==> src/rtl/cal_pulse_seq.sv <==
// cal_pulse_seq: calibration run sequencer feeding the calibration trigger block.
// Issues a train of single-cycle requests (CCBINJ/CCBPLS/PRELCT/PREGTRG), waits for
// each acknowledge (CAL_GTRG, or CALLCT_1 in LCT mode), spaces the next request,
// counts acknowledged events and flags timeouts.
// Ports:
//   CLKCMS, RST          clock, synchronous active-high reset
//   START, STOP          run start (acted on in IDLE) / run abort
//   MODE, NPULSE, SPACING run configuration, latched at run start
//   CAL_GTRG, CALLCT_1   acknowledges
//   CCBINJ..PREGTRG      one-cycle request strobes
//   BUSY, DONE, TMO_ERR, EVCNT  run status

// Up-counter with synchronous clear; optional triplicated storage with majority vote.
module cal_pulse_seq_cnt #(
    parameter int unsigned W   = 8,
    parameter int unsigned TMR = 0
) (
    input  logic         i_clk,
    input  logic         i_rst,
    input  logic         i_clr,
    input  logic         i_inc,
    output logic [W-1:0] o_q
);
    logic [W-1:0] w_next;

    always_comb begin
        w_next = o_q;
        if (i_clr) begin
            w_next = '0;
        end else if (i_inc) begin
            w_next = o_q + W'(1);
        end
    end

    generate
        if (TMR != 0) begin : g_tmr
            logic [W-1:0] r_a;
            logic [W-1:0] r_b;
            logic [W-1:0] r_c;
            always_ff @(posedge i_clk) begin
                if (i_rst) begin
                    r_a <= '0;
                    r_b <= '0;
                    r_c <= '0;
                end else begin
                    r_a <= w_next;
                    r_b <= w_next;
                    r_c <= w_next;
                end
            end
            assign o_q = (r_a & r_b) | (r_a & r_c) | (r_b & r_c);
        end else begin : g_plain
            logic [W-1:0] r_q;
            always_ff @(posedge i_clk) begin
                if (i_rst) begin
                    r_q <= '0;
                end else begin
                    r_q <= w_next;
                end
            end
            assign o_q = r_q;
        end
    endgenerate
endmodule

module cal_pulse_seq #(
    parameter int unsigned TMR     = 0,
    parameter int unsigned TMO_CYC = 2047
) (
    input  logic        CLKCMS,
    input  logic        RST,
    input  logic        START,
    input  logic        STOP,
    input  logic [1:0]  MODE,
    input  logic [9:0]  NPULSE,
    input  logic [15:0] SPACING,
    input  logic        CAL_GTRG,
    input  logic        CALLCT_1,
    output logic        CCBINJ,
    output logic        CCBPLS,
    output logic        PRELCT,
    output logic        PREGTRG,
    output logic        BUSY,
    output logic        DONE,
    output logic        TMO_ERR,
    output logic [9:0]  EVCNT
);
    localparam int unsigned EVW = 10;
    localparam int unsigned WTW = 11;
    localparam int unsigned GPW = 16;
    localparam logic [WTW-1:0] TMO_LAST = WTW'(TMO_CYC - 1);
    localparam logic [EVW-1:0] EV_MAX   = '1;

    typedef enum logic [2:0] {
        S_IDLE  = 3'd0,
        S_ISSUE = 3'd1,
        S_WAIT  = 3'd2,
        S_GAP   = 3'd3,
        S_FIN   = 3'd4
    } state_t;

    state_t         w_state;
    state_t         w_nstate;
    logic [1:0]     r_mode;
    logic [EVW-1:0] r_npulse;
    logic [GPW-1:0] r_spacing;
    logic [3:0]     r_strb;
    logic           r_busy;
    logic           r_done;
    logic           r_tmo;

    logic [EVW-1:0] w_issue;
    logic [WTW-1:0] w_wait;
    logic [GPW-1:0] w_gap;
    logic [EVW-1:0] w_evcnt;
    logic w_issue_clr, w_issue_inc, w_wait_clr, w_wait_inc;
    logic w_gap_clr, w_gap_inc, w_ev_clr, w_ev_inc;
    logic w_run_start, w_fire, w_tmo_set;
    logic w_ack, w_tmo, w_last;

    // State register, optionally triplicated with bitwise vote
    generate
        if (TMR != 0) begin : g_st_tmr
            logic [2:0] r_st_a;
            logic [2:0] r_st_b;
            logic [2:0] r_st_c;
            always_ff @(posedge CLKCMS) begin
                if (RST) begin
                    r_st_a <= S_IDLE;
                    r_st_b <= S_IDLE;
                    r_st_c <= S_IDLE;
                end else begin
                    r_st_a <= w_nstate;
                    r_st_b <= w_nstate;
                    r_st_c <= w_nstate;
                end
            end
            assign w_state = state_t'((r_st_a & r_st_b) | (r_st_a & r_st_c) | (r_st_b & r_st_c));
        end else begin : g_st_plain
            state_t r_state;
            always_ff @(posedge CLKCMS) begin
                if (RST) begin
                    r_state <= S_IDLE;
                end else begin
                    r_state <= w_nstate;
                end
            end
            assign w_state = r_state;
        end
    endgenerate

    // Acknowledge source follows the latched mode; the wait counter starts at 0 on the
    // first WAIT edge, so TMO_LAST is hit exactly TMO_CYC edges after the strobe edge.
    assign w_ack  = (r_mode == 2'b10) ? CALLCT_1 : CAL_GTRG;
    assign w_tmo  = (w_wait == TMO_LAST);
    assign w_last = (r_npulse != '0) && (w_issue == r_npulse);

    // Next-state and counter control
    always_comb begin
        w_nstate    = w_state;
        w_issue_clr = 1'b0;
        w_issue_inc = 1'b0;
        w_wait_clr  = 1'b0;
        w_wait_inc  = 1'b0;
        w_gap_clr   = 1'b0;
        w_gap_inc   = 1'b0;
        w_ev_clr    = 1'b0;
        w_ev_inc    = 1'b0;
        w_run_start = 1'b0;
        w_fire      = 1'b0;
        w_tmo_set   = 1'b0;
        case (w_state)
            S_IDLE: begin
                if (START && !STOP) begin
                    w_nstate    = S_ISSUE;
                    w_run_start = 1'b1;
                    w_issue_clr = 1'b1;
                    w_ev_clr    = 1'b1;
                end
            end
            S_ISSUE: begin
                if (STOP) begin
                    w_nstate = S_FIN;
                end else begin
                    w_nstate    = S_WAIT;
                    w_fire      = 1'b1;
                    w_issue_inc = 1'b1;
                    w_wait_clr  = 1'b1;
                end
            end
            S_WAIT: begin
                w_wait_inc = 1'b1;
                w_ev_inc   = w_ack && (w_evcnt != EV_MAX);
                w_tmo_set  = w_tmo && !w_ack;
                if (STOP) begin
                    w_nstate = S_FIN;
                end else if (w_ack || w_tmo) begin
                    if (w_last) begin
                        w_nstate = S_FIN;
                    end else if (r_spacing == '0) begin
                        w_nstate = S_ISSUE;
                    end else begin
                        w_nstate  = S_GAP;
                        w_gap_clr = 1'b1;
                    end
                end
            end
            S_GAP: begin
                if (STOP) begin
                    w_nstate = S_FIN;
                end else if (w_gap == (r_spacing - GPW'(1))) begin
                    w_nstate = S_ISSUE;
                end else begin
                    w_gap_inc = 1'b1;
                end
            end
            S_FIN: begin
                w_nstate = S_IDLE;
            end
            default: begin
                w_nstate = S_IDLE;
            end
        endcase
    end

    cal_pulse_seq_cnt #(.W(EVW), .TMR(TMR)) u_issue_cnt (
        .i_clk(CLKCMS), .i_rst(RST), .i_clr(w_issue_clr), .i_inc(w_issue_inc), .o_q(w_issue)
    );
    cal_pulse_seq_cnt #(.W(WTW), .TMR(TMR)) u_wait_cnt (
        .i_clk(CLKCMS), .i_rst(RST), .i_clr(w_wait_clr), .i_inc(w_wait_inc), .o_q(w_wait)
    );
    cal_pulse_seq_cnt #(.W(GPW), .TMR(TMR)) u_gap_cnt (
        .i_clk(CLKCMS), .i_rst(RST), .i_clr(w_gap_clr), .i_inc(w_gap_inc), .o_q(w_gap)
    );
    cal_pulse_seq_cnt #(.W(EVW), .TMR(TMR)) u_ev_cnt (
        .i_clk(CLKCMS), .i_rst(RST), .i_clr(w_ev_clr), .i_inc(w_ev_inc), .o_q(w_evcnt)
    );

    // Configuration latch and registered outputs (status follows the next state)
    always_ff @(posedge CLKCMS) begin
        if (RST) begin
            r_mode    <= '0;
            r_npulse  <= '0;
            r_spacing <= '0;
            r_strb    <= '0;
            r_busy    <= 1'b0;
            r_done    <= 1'b0;
            r_tmo     <= 1'b0;
        end else begin
            if (w_run_start) begin
                r_mode    <= MODE;
                r_npulse  <= NPULSE;
                r_spacing <= SPACING;
            end
            r_strb <= w_fire ? (4'b0001 << r_mode) : 4'b0000;
            r_busy <= (w_nstate == S_ISSUE) || (w_nstate == S_WAIT) || (w_nstate == S_GAP);
            r_done <= (w_nstate == S_FIN);
            if (w_run_start) begin
                r_tmo <= 1'b0;
            end else if (w_tmo_set) begin
                r_tmo <= 1'b1;
            end
        end
    end

    assign CCBINJ  = r_strb[0];
    assign CCBPLS  = r_strb[1];
    assign PRELCT  = r_strb[2];
    assign PREGTRG = r_strb[3];
    assign BUSY    = r_busy;
    assign DONE    = r_done;
    assign TMO_ERR = r_tmo;
    assign EVCNT   = w_evcnt;
endmodule

==> config.mk <==
export PLATFORM = sky130hd
export DESIGN_NAME = cal_pulse_seq
export DESIGN_NICKNAME = d
export VERILOG_FILES = /design/src/rtl/cal_pulse_seq.sv
export SDC_FILE = /design/constraint.sdc
export NUM_CORES = 1
export LEC_CHECK = 0
export CELL_PAD_IN_SITES_DETAIL_PLACEMENT = 1
export CELL_PAD_IN_SITES_GLOBAL_PLACEMENT = 2
export CORE_ASPECT_RATIO = 1.1
export CORE_MARGIN = 4
export CORE_UTILIZATION = 30
export DETAILED_ROUTE_END_ITERATION = 10
export PLACE_DENSITY_LB_ADDON = 0.15
export SLEW_MARGIN = 10
export SYNTH_ARGS = -nofsm -noshare
export SYNTH_HDL_FRONTEND = slang
export SYNTH_SLANG_ARGS = --single-unit
==> constraint.sdc <==
create_clock -name CLKCMS -period 5 [get_ports CLKCMS]
set_clock_uncertainty 0.2 [all_clocks]
set_input_delay 0.5 -clock CLKCMS [delete_from_list [all_inputs] [get_ports CLKCMS]]
set_output_delay 0.5 -clock CLKCMS [all_outputs]
set_load 0.01 [all_outputs]
# Yosys cells after proc, flatten, opt, wreduce, memory -nomap -nowiden
# Index checks and enable logic that the tools add are counted.
[op_classes] add_sub_neg=5 n_mul=0 n_div=0 order_cmp=0 n_eq_ne=12 n_shift=1 n_mux=25 n_bitwise=1 reduce_logical=16
[op_table] op="two-way mux 3 bit" n=7
[op_table] op="adder 10 x 1 -> 10 bit, second input constant" n=2
[op_table] op="adder 16 x 1 -> 16 bit, second input constant" n=1
[op_table] op="equality test 16 bit" n=1
[op_table] op="zero test 16 bit" n=1
[op_table] op="two-way mux 1 bit" n=16
[op_table] op="subtractor 16 x 1 -> 16 bit, second input constant" n=1
[op_table] op="equality test 3 x 2 -> 1 bit, second input constant" n=4
[op_table] op="case mux 3 bit (4 select lines)" n=1
[op_table] op="adder 11 x 1 -> 11 bit, second input constant" n=1
[op_table] op="equality test 11 bit, second input constant" n=1
[op_table] op="equality test 10 bit" n=1
[op_table] op="inequality test 10 bit, second input constant" n=1
[op_table] op="nonzero test 10 bit" n=1
[op_table] op="OR reduction 2 bit" n=4
[op_table] op="equality test 3 x 1 -> 1 bit, second input constant" n=2
[op_table] op="logical AND 1 bit" n=4
[op_table] op="<< shifter 1 x 2 -> 4 bit, first input constant" n=1
[op_table] op="equality test 3 bit, second input constant" n=1
[op_table] op="zero test 3 bit" n=1
[op_table] op="logical OR 1 bit" n=3
[op_table] op="equality test 2 bit, second input constant" n=1
[op_table] op="zero test 1 bit" n=2
[op_table] op="two-way mux 2 bit" n=1
[op_table] op="inverter 1 bit" n=1
[totals] reg_bits=85 latchBits=0 ram_bits=0 mem_bits_ro=0 input_bits=34 output_inout_bits=17 word_cells=72 n_memories=0

# Logic depth before layout (Yosys ltp)
[depth] ltp_word=9 mapped_depth=12 mapped_depth_nobuf=9

# Modules after synthesis
# Synthesis repeated with hierarchy kept, for this count alone.
[unflattened] hier_cells=512 hier_area_um2=4305.4
[by_module_without_submodules] mod="cal_pulse_seq" n_inst=1 cells_each=273 area_each_um2=2115.8 seq_area_each_um2=760.7
[by_module_without_submodules] mod="cal_pulse_seq_cnt at u_ev_cnt ..." n_inst=2 cells_each=48 area_each_um2=441.7 seq_area_each_um2=200.2
[by_module_without_submodules] mod="cal_pulse_seq_cnt at u_gap_cnt" n_inst=1 cells_each=86 area_each_um2=780.7 seq_area_each_um2=320.3
[by_module_without_submodules] mod="cal_pulse_seq_cnt at u_wait_cnt" n_inst=1 cells_each=57 area_each_um2=525.5 seq_area_each_um2=220.2

# Worst setup path after synthesis
# No wires, ideal clock.
[synth_timing] kind="register to register" startpoint="reg r_spacing[2]" endpoint="reg u_gap_cnt.g_plain.r_q[1], in the netlist u_gap_cnt.o_q[1]" setup_ns=0.087 t_arrival_ns=2.660 t_required_ns=4.713 slack_ns=2.053 stages_incl_launch_ff=11 synth_period_minus_slack_ns=2.947 path_cell_list="dfxtp_1 buf_6 or4_1 or4_1 a211oi_2 a2bb2o_4 nor4_4 buf_6 buf_6 o211ai_1 o31ai_1"
[synth_via] elab_chain_cells=7
[synth_lines] item="start: declaration" line_no="106" source="logic [GPW-1:0] r_spacing;"
[synth_lines] item="start signal: assignment" line_no="244" source="r_spacing <= '0;"
[synth_lines] item="start signal: assignment" line_no="253" source="r_spacing <= SPACING;"
[synth_lines] item="parallel branches: the longest is 7 deep, another holds subtractor 16 x 1 -> 16 bit"
[synth_lines] item="end signal: assignment" line_no="58" source="r_q <= w_next;"
[synth_lines] item="end: declaration" line_no="53" source="logic [W-1:0] r_q;"
# Parallel ways; which one is timed is not known.
# A chain may end at the register's enable or synchronous reset.

# Worst setup path in the final report
[layout_timing] startpoint="reg r_spacing[2]" endpoint="reg g_st_plain.r_state[1]"
[layout_via] elab_chain_cells=6
[layout_lines] item="parallel branches: the longest is 5 deep, another holds subtractor 16 x 1 -> 16 bit"
[layout_lines] item="case mux 3 bit (4 select lines) (*)" line_no="172" source="case (w_state)"
[layout_lines] item="end signal: assignment" line_no="145" source="r_state <= w_nstate;"
[layout_lines] item="end: declaration" line_no="140" source="state_t r_state;"
# Every way passes the cells marked *.

==> key figures <==
Run status
  • Status: complete, no violations

Synth
  • Syn Nets: 562
  • Top-count cell post-synth: dfxtp_1
  • Synth Register Bits: 85
  • Synth Instances: 522
  • Avg Synthesized Cell Area: 8.14 um2
  • Yosys top cell by area: dfxtp_1
  • Synth top area cells: dfxtp_1 40%, nand2_1 7.1%, xor2_1 6.2%, a21oi_1 5.2%, xnor2_1 4.3%
  • Share of the synthesized area in the top cell type: 0.401
  • Asr flop ratio synth: 0
  • Netlist Area Pre-Place: 0.00425 mm2
  • Top post-synthesis cells by count: 85 x dfxtp_1, 80 x nand2_1, 48 x nor2_1
  • Synth warn: 0
  • Post-synthesis sequential area ratio: 0.401
  • Commonest register cell after synthesis: dfxtp_1
  • Post-synth EDFFs: 0
  • Post-synthesis cell type count: 52

Floorplanning
  • Die area: 0.0161 mm2
  • IO Pins: 51
  • Die Y: 133 um
  • Core Box Area: 0.0139 mm2
  • Die W: 121 um
  • Starting Density: 0.307
  • Row cnt: 45

Power and ir drop
  • Switch Pwr: 383 uW
  • Overall power: 1.62 mW
  • Switching share of power: 0.236
  • Peak VDD IR: 0.132 mV
  • Combinational power share: 0.104
  • Sequential Power Share: 0.438
  • PD cells: 310 mW/mm2
  • Clock network power share: 0.458
  • LEAKAGE: 1.86 nW
  • Int Power: 1.24 mW

Place
  • Count of input and output buffers: 50
  • Place WS: 1730 ps
  • DP Wirelength: 8530 um
  • Gpl congestion: 0.759

Routing
  • Routed via count: 3818
  • WL final: 11700 um
  • Drc violations: 0
  • Drt pass-1 iters: 4
  • Wire length per cell: 15.5 um
  • Antenna-violating nets left: 0
  • Iteration-0 DRC Markers: 178
  • Vias per inst: 5.06

Timing
  • Fin. Hold Viols: 0
  • Final worst path period need: 3330 ps
  • Crit share post-route: 0.665
  • FMAX: 301 MHz
  • Max Slew Vio Count: 0
  • Fin worst setup slack: 1670 ps
  • Worst rel slew slack: 0.272
  • Final setup violating endpoints: 0
  • Setup TNS: 0 ps
  • Worst-Margin Slew: 1080 ps
  • RSZ-0062 raised after global routing: no
  • Min Hold Slack: 290 ps

Layout
  • Register area: 0.00170 mm2
  • Final core utilization: 0.377
  • Antenna fix cells: 0
  • # fillers: 1669
  • Area growth syn-to-layout: 23.1%
  • Multi-input gate area: 0.00241 mm2
  • Share of cells above drive strength 1: 0.0564
  • Nets: 602

Setup path
  • Worst Path Required: 5020 ps
  • Startpoint Class: register
  • Slowest stage delay, CP: 950 ps
  • CP arrival: 3340 ps
  • Crit-path leading delay family: simple AND/OR/NAND/NOR gates
  • CP Cell Sequence: nor4_1 -> nand3_1 -> nor4b_1 -> nor3_1 -> nor4_4 -> buf_4 -> o21ai_0 -> nor2b_1
  • Slowest cell on the critical path: nor4_1
  • Worst Setup End Kind: register
  • WS Path Type: register to register
  • Buf+Inv Stages, Crit Path: 1
  • Critical path fanouts, max: 33

Global route
  • Number of global-route vias before repair: 4008
  • Pin count of the biggest net entering global routing: 34
  • GRT Util Overall: 0.150
  • GRT Residual Overflow: 0
  • First-pass GRT wire length: 19500 um
  • Antenna violations before repair: 0

CTS
  • Postcts setup bufs: 0
  • Cts hold-fix bufs: 0
  • Post-CTS resize count: 0
  • CTS sink cnt: 85
  • Clk buf depth: 2
  • CTS tree: done
  • H-Tree Depth: 3
  • Root buffer cell: clkbuf_16
  • CTS Buf Count: 9
  • Reg clk slew, reported paths: 60 ps
  • Worst skew pair latency: 340 ps

Min path
  • Worst hold path class: register to register

Flow run
  • Max_cap viols: 0
==> cell type report <==
type | count | share of cell area
clock inverter | 3 | 0.0129
timing repair buffer | 54 | 0.101
inverter | 7 | 0.00503
clock buffer | 13 | 0.0498
multi-input combinational | 405 | 0.460
sequential | 85 | 0.326
tap | 188 | 0.0450
==> layout by cell type (no fill, tap or decap), drive strengths merged, types with 2 or more instances in the layout <==
master,instances
or2,4
or3,16
inv,7
o31ai,2
nor4,8
nor3b,3
o2111ai,2
clkbuf,13
and4,3
and2,3
nor4b,3
o211ai,4
clkdlybuf4s50,50
or4,9
nor3,12
and3,10
nand3,19
nand2,80
nor2b,7
nor2,48
xor2,30
a21oi,46
nand2b,5
bufinv,2
dfxtp,85
o21ai,22
ha,6
nand4,17
buf,4
mux2i,4
a31oi,4
a211oi,4
xnor2,21
==> path summary, 6_finish.rpt <==
path                            slack [ps]  depth (start not counted)                 startpoint                                to
worst min-delay path                   290                          2   r_npulse[2]$_SDFFE_PP0P_          r_npulse[2]$_SDFFE_PP0P_
worst max-delay path                  1670                          8  r_spacing[2]$_SDFFE_PP0P_  g_st_plain.r_state[1]$_SDFF_PP0_
worst max register to register        1670                          8  r_spacing[2]$_SDFFE_PP0P_  g_st_plain.r_state[1]$_SDFF_PP0_
worst min register to register         290                          2   r_npulse[2]$_SDFFE_PP0P_          r_npulse[2]$_SDFFE_PP0P_
==> flip-flops by register name (all words and copies together), names as in the netlist <==
| register | flops |
|---|---|
| r_spacing | 16 |
| u_gap_cnt.o_q | 16 |
| u_wait_cnt.o_q | 11 |
| r_npulse | 10 |
| u_ev_cnt.o_q | 10 |
| u_issue_cnt.o_q | 10 |
| r_strb | 4 |
| g_st_plain.r_state | 3 |
| r_mode | 2 |
| BUSY | 1 |
| DONE | 1 |
| TMO_ERR | 1 |
==> logic make-up after synthesis <==
logic type      synth area share
flops                      0.401
mux                       0.0121
buf+inv                   0.0342
simple gates               0.295
compound gates             0.135
xor+xnor                   0.105
fa+ha+maj                 0.0177
==> power groups by stage <==
stage	registers (mW)	logic, mW	clock network (mW)
floorplan	0.718	0.114	0
detailed placement	0.724	0.171	0
global route	0.711	0.187	0.791
finish	0.709	0.169	0.741
global placement	0.724	0.170	0
CTS	0.709	0.172	0.763
==> worst min-delay path, cell delays in order (launching register included) <==
cell and delay [ps]:
dfxtp_1 330, nand2_1 60, a21oi_1 50
==> metrics by stage <==
step / instance area (um2) / cells
6_report: 5230 / 755
5_1_grt: 5230 / 755
4_1_cts: 5220 / 755
3_5_place_dp: 4890 / 739
3_3_place_gp: 4890 / 739
2_1_floorplan: 4250 / 522
==> layer usage <==
layer  global-route usage  vias up  wire length, um  share of wire
met5                    0        -                0              0
met4               0.0592        0              200          0.017
met3               0.0278       14              379          0.032
met2                0.261       56             5890           0.50
met1                0.181     1838             5260           0.45
li1                     -     1910                -              -
(Power assumes the default switching activity.)
